===== config.mk =====
export PLATFORM = sky130hd
export DESIGN_NAME = cmp_pipe_param_flat
export DESIGN_NICKNAME = d
export VERILOG_FILES = /design/src/rtl/cmp_pipe_param_pkg.sv /design/src/rtl/cmp_pipe_param_if.sv /design/src/rtl/cmp_pipe_param_chunk_stage.sv /design/src/rtl/cmp_pipe_param.sv /design/src/flat_wrapper.sv
export SDC_FILE = /design/constraint.sdc
export NUM_CORES = 1
export LEC_CHECK = 0
export CAP_MARGIN = 10
export CORE_MARGIN = 1
export CORE_UTILIZATION = 55
export DETAILED_ROUTE_END_ITERATION = 16
export PLACE_DENSITY_LB_ADDON = 0.12
export SLEW_MARGIN = 20
export SYNTH_ARGS = -nofsm -noshare
export SYNTH_HDL_FRONTEND = slang
export SYNTH_SLANG_ARGS = --single-unit

===== constraint.sdc =====
create_clock -name clk -period 2.5 [get_ports clk]
set_input_delay 0.5 -clock clk [delete_from_list [all_inputs] [get_ports clk]]
set_output_delay 0.5 -clock clk [all_outputs]
set_load 0.01 [all_outputs]

===== src/rtl/cmp_pipe_param_pkg.sv =====
// rtl/cmp_pipe_param_pkg.sv - op encodings and result decode for the MDCLCG comparator
package mdclcg_cmp_pkg;

  typedef enum logic [2:0] {
    CMP_EQ = 3'd0,
    CMP_NE = 3'd1,
    CMP_LT = 3'd2,
    CMP_LE = 3'd3,
    CMP_GT = 3'd4,
    CMP_GE = 3'd5
  } cmp_op_e;

  // Reserved encodings (6, 7) always evaluate false.
  function automatic logic cmp_decode(input logic [2:0] op, input logic gt, input logic eq);
    case (op)
      CMP_EQ:  return eq;
      CMP_NE:  return !eq;
      CMP_LT:  return !gt && !eq;
      CMP_LE:  return !gt;
      CMP_GT:  return gt;
      CMP_GE:  return gt || eq;
      default: return 1'b0;
    endcase
  endfunction

endpackage


===== src/rtl/cmp_pipe_param_if.sv =====
// rtl/cmp_pipe_param_if.sv - operand/result handshake bundle for the pipelined comparator
interface cmp_pipe_param_if #(
  parameter int WIDTH = 64,
  parameter int TAG_W = 8
);
  logic             in_valid;
  logic             in_ready;
  logic [WIDTH-1:0] a;
  logic [WIDTH-1:0] b;
  logic [2:0]       op;
  logic             is_signed;
  logic [TAG_W-1:0] tag_in;
  logic             out_valid;
  logic             out_ready;
  logic             result;
  logic             gt;
  logic             eq;
  logic [TAG_W-1:0] tag_out;

  modport master (
    output in_valid, a, b, op, is_signed, tag_in, out_ready,
    input  in_ready, out_valid, result, gt, eq, tag_out
  );

  modport slave (
    input  in_valid, a, b, op, is_signed, tag_in, out_ready,
    output in_ready, out_valid, result, gt, eq, tag_out
  );
endinterface


===== src/rtl/cmp_pipe_param_chunk_stage.sv =====
// rtl/cmp_pipe_param_chunk_stage.sv - one MSB-first chunk step of the magnitude compare
module cmp_chunk_stage #(
  parameter int CHUNK = 16
) (
  input  logic             gt_in,
  input  logic             eq_in,
  input  logic [CHUNK-1:0] a_chunk,
  input  logic [CHUNK-1:0] b_chunk,
  output logic             gt_out,
  output logic             eq_out
);

  // Once a higher chunk has decided, lower chunks cannot change the verdict.
  always_comb begin
    gt_out = gt_in;
    eq_out = eq_in;
    if (eq_in) begin
      gt_out = (a_chunk > b_chunk);
      eq_out = (a_chunk == b_chunk);
    end
  end

endmodule


===== src/rtl/cmp_pipe_param.sv =====
// rtl/cmp_pipe_param.sv - pipelined parametrised magnitude/equality comparator with back-pressure
module cmp_pipe_param
  import mdclcg_cmp_pkg::*;
#(
  parameter int WIDTH  = 64,
  parameter int STAGES = 4,
  parameter int TAG_W  = 8
) (
  input logic             clk,
  input logic             rst_n,
  cmp_pipe_param_if.slave bus
);

  localparam int CHUNK   = WIDTH / STAGES;
  localparam int REM_TOT = CHUNK * STAGES * (STAGES - 1) / 2;
  localparam int REM_W   = (REM_TOT > 0) ? REM_TOT : 1;
  localparam int OPN     = (STAGES > 1) ? STAGES - 1 : 1;

  // Unconsumed operand bits of every stage are packed into one flat vector.
  function automatic int rem_off(input int k);
    return CHUNK * (k * (STAGES - 1) - (k * (k - 1)) / 2);
  endfunction

  logic                adv;
  logic [WIDTH-1:0]    a_adj, b_adj;
  logic [STAGES-1:0]   vld_q, vld_d, vld_sh;
  logic [STAGES-1:0]   gt_q, gt_d, eq_q, eq_d;
  logic [STAGES-1:0]   gt_st, eq_st;
  logic [2:0]          op_st [STAGES];
  logic [2:0]          op_q  [OPN];
  logic [2:0]          op_d  [OPN];
  logic [TAG_W-1:0]    tag_st [STAGES];
  logic [TAG_W-1:0]    tag_q  [STAGES];
  logic [TAG_W-1:0]    tag_d  [STAGES];
  logic [REM_W-1:0]    rem_a, rem_b;
  logic [REM_W-1:0]    rem_a_q, rem_a_d, rem_b_q, rem_b_d;
  logic                res_q, res_d;

  assign adv          = !vld_q[STAGES-1] || bus.out_ready;
  assign bus.in_ready = adv;

  // Flipping the sign bit maps two's-complement order onto unsigned order.
  always_comb begin
    a_adj = bus.a;
    b_adj = bus.b;
    if (bus.is_signed) begin
      a_adj[WIDTH-1] = ~bus.a[WIDTH-1];
      b_adj[WIDTH-1] = ~bus.b[WIDTH-1];
    end
  end

  for (genvar k = 0; k < STAGES; k++) begin : g_stage
    localparam int IW = (STAGES - k) * CHUNK;
    logic [IW-1:0] a_cur, b_cur;
    logic          gt_cur, eq_cur;

    if (k == 0) begin : g_head
      assign a_cur     = a_adj;
      assign b_cur     = b_adj;
      assign gt_cur    = 1'b0;
      assign eq_cur    = 1'b1;
      assign op_st[k]  = bus.op;
      assign tag_st[k] = bus.tag_in;
    end else begin : g_body
      assign a_cur     = rem_a_q[rem_off(k-1) +: IW];
      assign b_cur     = rem_b_q[rem_off(k-1) +: IW];
      assign gt_cur    = gt_q[k-1];
      assign eq_cur    = eq_q[k-1];
      assign op_st[k]  = op_q[k-1];
      assign tag_st[k] = tag_q[k-1];
    end

    cmp_chunk_stage #(.CHUNK(CHUNK)) u_chunk (
      .gt_in   (gt_cur),
      .eq_in   (eq_cur),
      .a_chunk (a_cur[IW-1 -: CHUNK]),
      .b_chunk (b_cur[IW-1 -: CHUNK]),
      .gt_out  (gt_st[k]),
      .eq_out  (eq_st[k])
    );

    if (IW > CHUNK) begin : g_carry
      assign rem_a[rem_off(k) +: IW-CHUNK] = a_cur[IW-CHUNK-1:0];
      assign rem_b[rem_off(k) +: IW-CHUNK] = b_cur[IW-CHUNK-1:0];
    end
  end

  if (REM_TOT == 0) begin : g_norem
    assign rem_a = '0;
    assign rem_b = '0;
  end

  // A single advance enable freezes the whole pipe, bubbles included.
  always_comb begin
    vld_sh    = vld_q << 1;
    vld_sh[0] = bus.in_valid;
    vld_d     = adv ? vld_sh : vld_q;
    gt_d      = adv ? gt_st  : gt_q;
    eq_d      = adv ? eq_st  : eq_q;
    rem_a_d   = adv ? rem_a  : rem_a_q;
    rem_b_d   = adv ? rem_b  : rem_b_q;
    res_d     = adv ? cmp_decode(op_st[STAGES-1], gt_st[STAGES-1], eq_st[STAGES-1]) : res_q;
    for (int k = 0; k < OPN; k++) begin
      op_d[k] = adv ? op_st[k] : op_q[k];
    end
    for (int k = 0; k < STAGES; k++) begin
      tag_d[k] = adv ? tag_st[k] : tag_q[k];
    end
  end

  always_ff @(posedge clk or negedge rst_n) begin
    if (!rst_n) begin
      vld_q   <= '0;
      gt_q    <= '0;
      eq_q    <= '0;
      rem_a_q <= '0;
      rem_b_q <= '0;
      res_q   <= 1'b0;
      for (int k = 0; k < OPN; k++) begin
        op_q[k] <= '0;
      end
      for (int k = 0; k < STAGES; k++) begin
        tag_q[k] <= '0;
      end
    end else begin
      vld_q   <= vld_d;
      gt_q    <= gt_d;
      eq_q    <= eq_d;
      rem_a_q <= rem_a_d;
      rem_b_q <= rem_b_d;
      res_q   <= res_d;
      op_q    <= op_d;
      tag_q   <= tag_d;
    end
  end

  assign bus.out_valid = vld_q[STAGES-1];
  assign bus.result    = res_q;
  assign bus.gt        = gt_q[STAGES-1];
  assign bus.eq        = eq_q[STAGES-1];
  assign bus.tag_out   = tag_q[STAGES-1];

endmodule


===== src/flat_wrapper.sv =====
// flat-port wrapper written by rule: the top's interface ports become plain ports
module cmp_pipe_param_flat import mdclcg_cmp_pkg::*;
#(
  parameter int WIDTH  = 64,
  parameter int STAGES = 4,
  parameter int TAG_W  = 8
)
  (clk, rst_n, bus_in_valid, bus_a, bus_b, bus_op, bus_is_signed, bus_tag_in, bus_out_ready, bus_in_ready, bus_out_valid, bus_result, bus_gt, bus_eq, bus_tag_out);
  cmp_pipe_param_if #(.WIDTH(WIDTH), .TAG_W(TAG_W)) bus_i ();
  input logic clk;
  input logic rst_n;
  input wire logic [$bits(bus_i.in_valid)-1:0] bus_in_valid;
  input wire logic [$bits(bus_i.a)-1:0] bus_a;
  input wire logic [$bits(bus_i.b)-1:0] bus_b;
  input wire logic [$bits(bus_i.op)-1:0] bus_op;
  input wire logic [$bits(bus_i.is_signed)-1:0] bus_is_signed;
  input wire logic [$bits(bus_i.tag_in)-1:0] bus_tag_in;
  input wire logic [$bits(bus_i.out_ready)-1:0] bus_out_ready;
  output wire logic [$bits(bus_i.in_ready)-1:0] bus_in_ready;
  output wire logic [$bits(bus_i.out_valid)-1:0] bus_out_valid;
  output wire logic [$bits(bus_i.result)-1:0] bus_result;
  output wire logic [$bits(bus_i.gt)-1:0] bus_gt;
  output wire logic [$bits(bus_i.eq)-1:0] bus_eq;
  output wire logic [$bits(bus_i.tag_out)-1:0] bus_tag_out;
  assign bus_i.in_valid = bus_in_valid;
  assign bus_i.a = bus_a;
  assign bus_i.b = bus_b;
  assign bus_i.op = bus_op;
  assign bus_i.is_signed = bus_is_signed;
  assign bus_i.tag_in = bus_tag_in;
  assign bus_i.out_ready = bus_out_ready;
  assign bus_in_ready = bus_i.in_ready;
  assign bus_out_valid = bus_i.out_valid;
  assign bus_result = bus_i.result;
  assign bus_gt = bus_i.gt;
  assign bus_eq = bus_i.eq;
  assign bus_tag_out = bus_i.tag_out;
  cmp_pipe_param #(.WIDTH(WIDTH), .STAGES(STAGES), .TAG_W(TAG_W)) u_core (.clk(clk), .rst_n(rst_n), .bus(bus_i));
endmodule

* Yosys cells after proc, flatten, opt, wreduce, memory -nomap -nowiden *
Index checks and enable logic that the tools add are counted.

storage, ports and cells
  word-level logic and storage cells = 44
  flip-flop bits (word level) = 246
  output and inout port bits = 13

operators by class
  $lt $le $gt $ge = 4
  equality and inequality tests = 9
  reductions and logical operators = 7
  bitwise operators = 2
  mux-type cells = 9

operators by type and width
  operator              count
  $eq A16 B16 Y1        4
  $gt A16 B16 Y1        4
  $mux W1               8
  $eq A3 B2 Y1 const B  2
  $eq A3 B3 Y1 const B  2
  $pmux W1 S6           1
  $eq A3 B1 Y1 const B  1
  $logic_not A1 Y1      3
  $logic_not A3 Y1      1
  $logic_or A1 B1 Y1    2
  $not A1 Y1            2
  $logic_and A1 B1 Y1   1

* Depth between registers and ports, before layout *
Gate-level depths: netlist of the first run.

  depth in word-level cells = 5
  mapped depth = 8
  mapped depth without buffers = 8

* By module *
A second synthesis of the first run with hierarchy kept.

second synthesis, totals
  cell total of the unflattened synthesis = 778
  area, all modules = 11783.8 um^2

modules (own cells, without submodules)
  module           seq. area each (um^2)  cells an instance  area each (um^2)  times used
  cmp_pipe_param   6155.9                 542                10112.2           1
  cmp_chunk_stage  0.0                    59                 417.9             4

* Least setup slack after synthesis of the first run *
OpenSTA, ideal clock, no wires.

  path type = reg-to-reg
  from = reg u_core.rem_a_q[94]
  to = reg u_core.res_q, in the netlist u_core.bus.result
  setup time = 0.126 ns
  path slack = 0.540 ns
  data required time = 2.374 ns
  stages on the path, launching flop included = 8
  arrival time = 1.834 ns
  buffers on the path = 0
  cell sequence = dfrtp_1 -> ha_1 -> nand4_2 -> nor4_4 -> nand2_1 -> xor2_1 -> o21ai_0 -> a221o_1

between the ends
  word-level cells in the longest chain between the ends = 5
  elaborated cells between the ends (all ways) = 9
  those cells by class = order compare: 1; eq/ne: 1; mux: 3; reduce/logical: 4

RTL lines
  what                                              RTL line                                                                      RTL
  from (decl)                                       cmp_pipe_param.sv:36                                                          logic [REM_W-1:0] rem_a_q, rem_a_d, rem_b_q, rem_b_d;
  from (signal assigned)                            cmp_pipe_param.sv:129                                                         rem_a_q <= rem_a_d;
  $gt A16 B16 Y1 or $eq A16 B16 Y1 (tied branches)  cmp_pipe_param_chunk_stage.sv:18, cmp_pipe_param_chunk_stage.sv:19
  $mux W1                                           cmp_pipe_param_chunk_stage.sv:17                                              if (eq_in) begin
  $logic_not A1 Y1 (on tied branches)               cmp_pipe_param_pkg.sv:18, cmp_pipe_param_pkg.sv:19, cmp_pipe_param_pkg.sv:17
  $logic_and A1 B1 Y1                               cmp_pipe_param_pkg.sv:18                                                      CMP_LT: return !gt && !eq;
  $pmux W1 S6 *                                     cmp_pipe_param_pkg.sv:15                                                      case (op)
  to (signal assigned)                              cmp_pipe_param.sv:131                                                         res_q <= res_d;
  to (decl)                                         cmp_pipe_param.sv:37                                                          logic res_q, res_d;

Mark *: on every way between the ends. The rest lies on a longest branch, timed or not.
A chain may end at the register's enable or synchronous reset.

* Final worst setup path of the first run *
  from = in bus_out_ready
  to = out bus_in_ready

between the ends
  word-level cells in the longest chain between the ends = 1

RTL lines
  what                RTL line              RTL
  from (decl)         flat_wrapper.sv:18    input wire logic [$bits(bus_i.out_ready)-1:0] bus_out_ready;
  $logic_or A1 B1 Y1  cmp_pipe_param.sv:39  assign adv = !vld_q[STAGES-1] || bus.out_ready;
  to (decl)           flat_wrapper.sv:19    output wire logic [$bits(bus_i.in_ready)-1:0] bus_in_ready;

No other way between the ends.

==> impl_metrics.toml, run 1 <==
[outcome]
status = "complete, no violations"

[die]
die_y_um = 142
initial_utilization = 0.570
fp.dieW_um = 142
core_area_um2 = 19000
die-area_um2 = 20300
pin_count = 157
rows = 50

[global_routing]
grt_max_degree = 121
use_met1 = 0.335
grt_usage = 0.232
antenna_found_initial = 0
grtUsageMet2 = 0.373
grt_pass1_vias = 8050
grt_pass1_wl_um = 38000
overflow = 0
met3_usage = 0.0323
busiest_layer = "met2"

[worst_setup_path]
crit_chain = "clkdlybuf4s50_1 > nor2b_4 > inv_8 > clkdlybuf4s50_1"
r2r_slack_ns = 0.34
reg2reg_to = "u_core.bus.result"
slowest_stage = "clkdlybuf4s50_1"
path_class = "in2out"
crit_path_start_kind = "input pin"
path_max_fanout = 9
max_stage_delay_ns = 0.50
crit_path_end_kind = "output pin"
path_common_cell = "clkdlybuf4s50_1"
cp.required_ns = 2.00
cp.arrival_ns = 1.78
r2r_start = "u_core.rem_a_q[94]"
rr_worst_depth = 7

[sta]
slew_violations = 0
hold_viol = 0
relSlewSlack = 0.623
period_share = 0.912
finalClockSkew_ns = 0.0213
grt_setup_unrepaired = "false"
tns_ns = 0
worst_slew_pin_slew_ns = 0.565
setup_violations = 0
fin_crit_ns = 2.28
max_freq_ghz = 0.439

[route]
num_vias = 8198
final_antenna_net_count = 0
viasPerCell = 4.97
routed_wirelength_um = 22100
drc = 0
first_pass_iters = 5
drt_iter0_drc = 498
post_drt_wl_per_cell_um = 13.4

[layout]
layout_common_cells = "nand2_1, dfrtp_1, clkdlybuf4s50_1"
nets = 1578
area_growth_pct = 24.6
fillers = 1571
antennaDiodeCount = 0
final_common_cell = "nand2_1"
drive_gt1_frac = 0.0432
instances_no_fill = 1648

[synth]
yosysWarnings = 0
syn-num-nets = 1442
synth-seq-cells = 246
synthesis.area_um2 = 10800
synthDistinctLibCells = 39
syn_inst = 1235
ys_seq_area_frac = 0.568
avgSynthCellArea_um2 = 8.77

[min_path]
min_path_type = "reg2reg"
hold_path_end = "u_core.rem_a_q[56]"
hold_depth = 2
hp-start = "u_core.rem_a_q[8]"

[clock_network]
postCtsSetupBuffers = 0
htreeDepth = 1
cts_sinks = 246
insertion_delay_ns = 0.53
hold_buffers = 1
cts_tree = "done"
cts_resized = 0
cts_buffers = 26
ctsRootBufferMaster = "clkbuf_16"
cts_buffer_depth = 3
clk_pin_slew_worst_paths_ns = 0.06

[power]
power.leakage_nw = 6.97
power-per-cell-area_nw_per_um2 = 1070
peakVddDrop_mv = 0.659

[place]
dp_hpwl_um = 14900
place_congestion = 0.762
place.detailed.instances = 1602
portBuffers = 156

[run]
drv_cap = 0
## logic make-up (layout without fill, tap and decap cells)
group	after synthesis	after routing	share of synthesized area
compound gates	117	117	0.0640
xor+xnor	2	2	0.00162
fa+ha+maj	63	63	0.0728
buf+inv	129	282	0.0477
flops	246	246	0.568
mux	1	1	0.00104
simple gates	677	677	0.245
## layout make-up
class | instances | area [µm²] | share of cell area
clock buffers | 42 | 781 | 0.0579
clock inverters | 3 | 51.3 | 0.00380
inverters | 66 | 255 | 0.0189
multi-input cells | 860 | 4170 | 0.309
flip-flops and latches | 246 | 6160 | 0.456
well taps | 260 | 325 | 0.0241
repair buffers | 171 | 1760 | 0.130
## Yosys cell counts, drive strengths merged
| master | n | area share |
|---|---|---|
| nand2b | 4 | 0.0023 |
| ha | 63 | 0.073 |
| nand3 | 5 | 0.0023 |
| o21bai | 1 | 0.00069 |
| nor3b | 2 | 0.0014 |
| o2111ai | 1 | 0.0014 |
| a221o | 2 | 0.0018 |
| inv | 66 | 0.023 |
| xnor2 | 1 | 0.00081 |
| o31ai | 2 | 0.0014 |
| dfrtp | 246 | 0.57 |
| nor3 | 3 | 0.0014 |
| a211o | 2 | 0.0016 |
| a21oi | 27 | 0.012 |
| o221ai | 1 | 0.00081 |
| xor2 | 1 | 0.00081 |
| nor2 | 8 | 0.0028 |
| o21ai | 59 | 0.027 |
| a211oi | 1 | 0.00069 |
| a22o | 1 | 0.00081 |
| a21boi | 1 | 0.0010 |
| o211ai | 5 | 0.0035 |
| clkbuf | 53 | 0.018 |
| nor4 | 3 | 0.0031 |
| o21a | 4 | 0.0028 |
| nand4 | 13 | 0.0087 |
| a2bb2oi | 1 | 0.00081 |
| a22oi | 1 | 0.00069 |
| nand2 | 634 | 0.22 |
| buf | 10 | 0.0065 |
| nor2b | 5 | 0.0029 |
| o31a | 1 | 0.00092 |
| mux2 | 1 | 0.0010 |
| a21o | 3 | 0.0021 |
| a2111oi | 4 | 0.0032 |
## flip-flops by register name, summed over array words and instances (netlist names)
| name | cells |
|---|---|
| u_core.bus.result | 1 |
| u_core.bus.tag_out | 8 |
| u_core.eq_q | 4 |
| u_core.gt_q | 4 |
| u_core.op_q | 9 |
| u_core.rem_a_q | 96 |
| u_core.rem_b_q | 96 |
| u_core.tag_q | 24 |
| u_core.vld_q | 4 |
## per-stage QoR
stage	util	area [µm²]	setup WS [ns]	power [W]	hold WS, ns
finish	0.709	13500	0.221	0.0144	0.466
global route	0.709	13500	0.186	0.0156	0.484
CTS	0.709	13500	0.221	0.0145	0.462
detailed placement	0.665	12600	0.161	0.0108	0.454
global placement	0.665	12600	0.211	0.0105	0.446
floorplan	-	10800	0.540	0.00926	0.204
## worst max path at each step
stage	depth (start not counted)	to	slack [ns]	from
after floorplan	7	u_core.bus.result	0.54	u_core.rem_a_q[94]
after global placement	6	u_core.tag_q[17]	0.21	bus_out_ready
after detailed placement	6	u_core.tag_q[27]	0.16	bus_out_ready
after CTS	4	bus_in_ready	0.22	bus_out_ready
after global routing	4	bus_in_ready	0.19	bus_out_ready
final	4	bus_in_ready	0.22	bus_out_ready
## worst max-delay path: cells and delay by family
family	cells	cell delay, ns
buffers and inverters	3	1.04
and+or+nand+nor	1	0.23
## power by group
part / internal (W) / total [W] / switching [W] / leakage (nW)
Clock: 0.00222 / 0.00371 / 0.00149 / 0.406
Sequential: 0.00547 / 0.00626 / 0.000793 / 2.99
Combinational: 0.00183 / 0.00444 / 0.00261 / 3.57
## routing by layer
metal,vias up,wire length [µm]
met2,165,10300
met1,3868,10500
met5,-,0
met3,27,1020
li1,4138,-
met4,0,376
(Power assumes the default switching activity.)
==> run 2, diff against run 1 <==
Settings changed: ABC_CLOCK_PERIOD_IN_PS set to 2500, REMOVE_ABC_BUFFERS set to 1.
==> impl_metrics.toml, run 2 (synthesis results as in run 1) <==
[worst_setup_path]
r2r_start = "u_core.rem_a_q[94]"
crit_path_start_kind = "input pin"
crit_path_end_kind = "output pin"
reg2reg_to = "u_core.bus.result"
cp.arrival_ns = 1.77
r2r_slack_ns = 0.28
path_max_fanout = 22
cp.required_ns = 2.00
path_class = "in2out"
rr_worst_depth = 7

[die]
die_y_um = 142
pin_count = 157
fp.dieW_um = 142
core_area_um2 = 19000
rows = 50
initial_utilization = 0.570
die-area_um2 = 20300

[run]
drv_cap = 0

[place]
placed_cell_area_um2 = 12600
dp_hpwl_um = 14000
portBuffers = 156
place_congestion = 0.749

[route]
post_drt_wl_per_cell_um = 12.7
drc = 0
routed_wirelength_um = 21000
viasPerCell = 4.97
final_antenna_net_count = 0
first_pass_iters = 4
num_vias = 8196
drt_iter0_drc = 435

[outcome]
status = "complete, no violations"

[clock_network]
htreeDepth = 1
ctsRootBufferMaster = "clkbuf_16"
postCtsSetupBuffers = 0
cts_buffers = 26
cts_tree = "done"
insertion_delay_ns = 0.52
clk_pin_slew_worst_paths_ns = 0.06
cts_buffer_depth = 3
cts_sinks = 246

[power]
peakVddDrop_mv = 1.04
power.leakage_nw = 6.97
power-per-cell-area_nw_per_um2 = 1060

[layout]
final_common_cell = "nand2_1"
drive_gt1_frac = 0.0432
top_regs = "u_core.rem_a_q: 96 flops, u_core.rem_b_q: 96 flops, u_core.tag_q: 24 flops"
area_growth_pct = 24.5
antennaDiodeCount = 0
fillers = 1568
post-route-cell-area_um2 = 13500
nets = 1578
layout_common_cells = "nand2_1, dfrtp_1, clkdlybuf4s50_1"

[min_path]
hp-start = "u_core.op_q[5]"
min_path_type = "reg2reg"
hold_depth = 2
hold_path_end = "u_core.op_q[5]"

[sta]
period_share = 0.909
tns_ns = 0
worst_slew_pin_slew_ns = 0.603
grt_setup_unrepaired = "false"
finalClockSkew_ns = 0.0102
setup_violations = 0
hold_viol = 0
fin_crit_ns = 2.27
max_freq_ghz = 0.440
relSlewSlack = 0.595
slew_violations = 0

[global_routing]
antenna_found_initial = 0
grt_max_degree = 122
grt_usage = 0.223
grt_pass1_vias = 8125
overflow = 0
grt_pass1_wl_um = 36800
[run 2: power breakdown]
part           switching (W)  internal, W
registers           0.000737      0.00546
clock network        0.00148      0.00228
logic                0.00257      0.00182
[run 2: final cells by class]
cell class | instances | area (µm²) | share of cell area
clock buffers | 41 | 758 | 0.0562
clock inverters | 6 | 83.8 | 0.00621
inverters | 66 | 255 | 0.0189
multi-input cells | 860 | 4170 | 0.309
flip-flops and latches | 246 | 6160 | 0.456
well taps | 260 | 325 | 0.0241
repair buffers | 171 | 1740 | 0.129
[run 2: timing repair]
action	CTS	global route
gates resized for setup	0	0
hold buffers	1	0
hold endpoints to repair	62	0
[run 2: per-stage QoR]
stage               utilization  hold WS [ns]  total power [W]  setup WS, ns  instances
floorplan                     -         0.204          0.00888        -14.88       1172
global placement          0.664         0.449           0.0105        0.0769       1602
detailed placement        0.664         0.455           0.0107        0.0361       1602
CTS                       0.709         0.468           0.0145         0.214       1650
global route              0.709         0.485           0.0155         0.136       1650
finish                    0.709         0.464           0.0144         0.228       1650
[run 2: how the worst max path moves through the flow]
stage / start / to / cells after the start
floorplan: bus_out_ready / u_core.bus.result / 6
global placement: bus_out_ready / u_core.gt_q[1] / 6
detailed placement: bus_out_ready / u_core.gt_q[1] / 6
CTS: bus_out_ready / bus_in_ready / 4
global route: u_core.rem_a_q[94] / u_core.bus.result / 7
finish: bus_out_ready / bus_in_ready / 4
[run 2: critical path, cell delays in order]
cell and delay, ns:
clkdlybuf4s50_1 0.50, nor2b_4 0.07, inv_8 0.13, clkdlybuf4s50_1 0.56
[run 2: layer usage]
metal  track usage  vias up  wire length [µm]
met1         0.302     3866              9720
met2         0.373      156              9990
met3        0.0370       33               878
li1              -     4141                 -
met5             0        -                 0
met4        0.0606        0               403
==> run 3, diff against run 2 <==
Settings changed: CAP_MARGIN 10 to 30, CORE_UTILIZATION 55 to 37.
==> impl_metrics.toml, run 3 (synthesis results as in run 1) <==
[sta]
worst_slew_pin_slew_ns = 0.462
relSlewSlack = 0.689
finalClockSkew_ns = 0.0152
period_share = 0.896
fin_hold_ws_ns = 0.456
tns_ns = 0
setup_violations = 0
slew_violations = 0
fin_crit_ns = 2.24
hold_viol = 0
max_freq_ghz = 0.447
grt_setup_unrepaired = "false"

[worst_setup_path]
cp.arrival_ns = 1.74
crit_chain = "clkdlybuf4s50_1 > nor2b_4 > inv_8 > clkdlybuf4s50_1"
slowest_stage = "clkdlybuf4s50_1"
max_stage_delay_ns = 0.55
rr_worst_depth = 7
crit_path_end_kind = "output pin"
r2r_start = "u_core.rem_a_q[94]"
path_max_fanout = 7
path_common_cell = "clkdlybuf4s50_1"
crit_path_start_kind = "input pin"
cp.required_ns = 2.00
reg2reg_to = "u_core.bus.result"
r2r_slack_ns = 0.29
path_class = "in2out"

[clock_network]
cts_sinks = 246
clk_pin_slew_worst_paths_ns = 0.06
insertion_delay_ns = 0.53
ctsRootBufferMaster = "clkbuf_16"
cts_buffer_depth = 3
postCtsSetupBuffers = 0
cts_resized = 0
cts_tree = "done"
cts_buffers = 28
htreeDepth = 1

[place]
place_congestion = 0.744
place.detailed.instances = 1729
portBuffers = 156
dp_hpwl_um = 15200

[run]
drv_cap = 0

[layout]
final_util = 0.478
layout_common_cells = "nand2_1, dfrtp_1, clkdlybuf4s50_1"
fillers = 2799
antennaDiodeCount = 0
final_common_cell = "nand2_1"
top_regs = "u_core.rem_a_q: 96 flops, u_core.rem_b_q: 96 flops, u_core.tag_q: 24 flops"
area_growth_pct = 27.0
instances_no_fill = 1779
drive_gt1_frac = 0.0509
nets = 1583

[route]
routed_wirelength_um = 22600
final_antenna_net_count = 0
post_drt_wl_per_cell_um = 12.7
viasPerCell = 4.57
drt_iter0_drc = 520
drc = 0
num_vias = 8128
first_pass_iters = 5

[outcome]
status = "complete, no violations"

[power]
p_int_w = 0.00977
power.leakage_nw = 7.04
p_seq_frac = 0.423
peakVddDrop_mv = 0.526
clock_power_share = 0.275
power-per-cell-area_nw_per_um2 = 1060
power_frac_comb = 0.302
p_sw_w = 0.00485
power_w = 0.0146
swShare = 0.332

[global_routing]
antenna_found_initial = 0
grt_pass1_wl_um = 39000
grt_usage = 0.155
grt_max_degree = 94
overflow = 0
grt_pass1_vias = 8111

[die]
rows = 62
die_y_um = 173
initial_utilization = 0.376
core_area_um2 = 28800
die-area_um2 = 30000
fp.dieW_um = 173
pin_count = 157

[min_path]
min_path_type = "in2async"
## run 3: how the worst max path moves through the flow
| stage | end | start | slack [ns] |
|---|---|---|---|
| global route | u_core.bus.result | u_core.rem_a_q[94] | 0.16 |
| finish | bus_in_ready | bus_out_ready | 0.26 |
| detailed placement | u_core.rem_b_q[43] | bus_out_ready | 0.18 |
| CTS | bus_in_ready | bus_out_ready | 0.25 |
| global placement | u_core.gt_q[0] | bus_b[61] | 0.20 |
| floorplan | u_core.bus.result | bus_out_ready | -14.88 |
## run 3: timing repair
action	in CTS	in global routing
hold endpoints to repair	41	0
setup endpoints to repair	0	0
hold buffers	1	0
## run 3: power groups by stage
stage          clock, W  sequential, W  combinational (W)
3_5_place_dp          0        0.00625            0.00452
6_report        0.00402        0.00619            0.00442
2_1_floorplan         0        0.00595            0.00292
3_3_place_gp          0        0.00623            0.00443
5_1_grt         0.00432        0.00639            0.00519
4_1_cts         0.00416        0.00620            0.00454
## run 3: worst max-delay path, delay by kind of cell
kind | cells | cell delay, ns
buffers and inverters | 3 | 1.16
AND/OR/NAND/NOR | 1 | 0.07
## run 3: area by class of cell
type | count | area, µm² | area share
flip-flops and latches | 246 | 6160 | 0.447
multi-input cells | 860 | 4170 | 0.303
repair buffers | 174 | 1780 | 0.129
clock buffers | 43 | 868 | 0.0631
well taps | 384 | 480 | 0.0349
inverters | 66 | 255 | 0.0185
clock inverters | 6 | 55.1 | 0.00400
## run 3: per-layer routing
layer,vias to the layer above,GRT usage,share of wire
met5,-,0,0
met4,0,0.0343,0.021
met2,159,0.247,0.45
met3,35,0.0332,0.054
li1,4160,-,-
met1,3774,0.218,0.48
## run 3: stage by stage
stage          cell area (µm²)  setup slack (ns)
2_1_floorplan            10600            -14.88
3_3_place_gp             12800             0.204
3_5_place_dp             12800             0.181
4_1_cts                  13800             0.245
5_1_grt                  13800             0.164
6_report                 13800             0.261
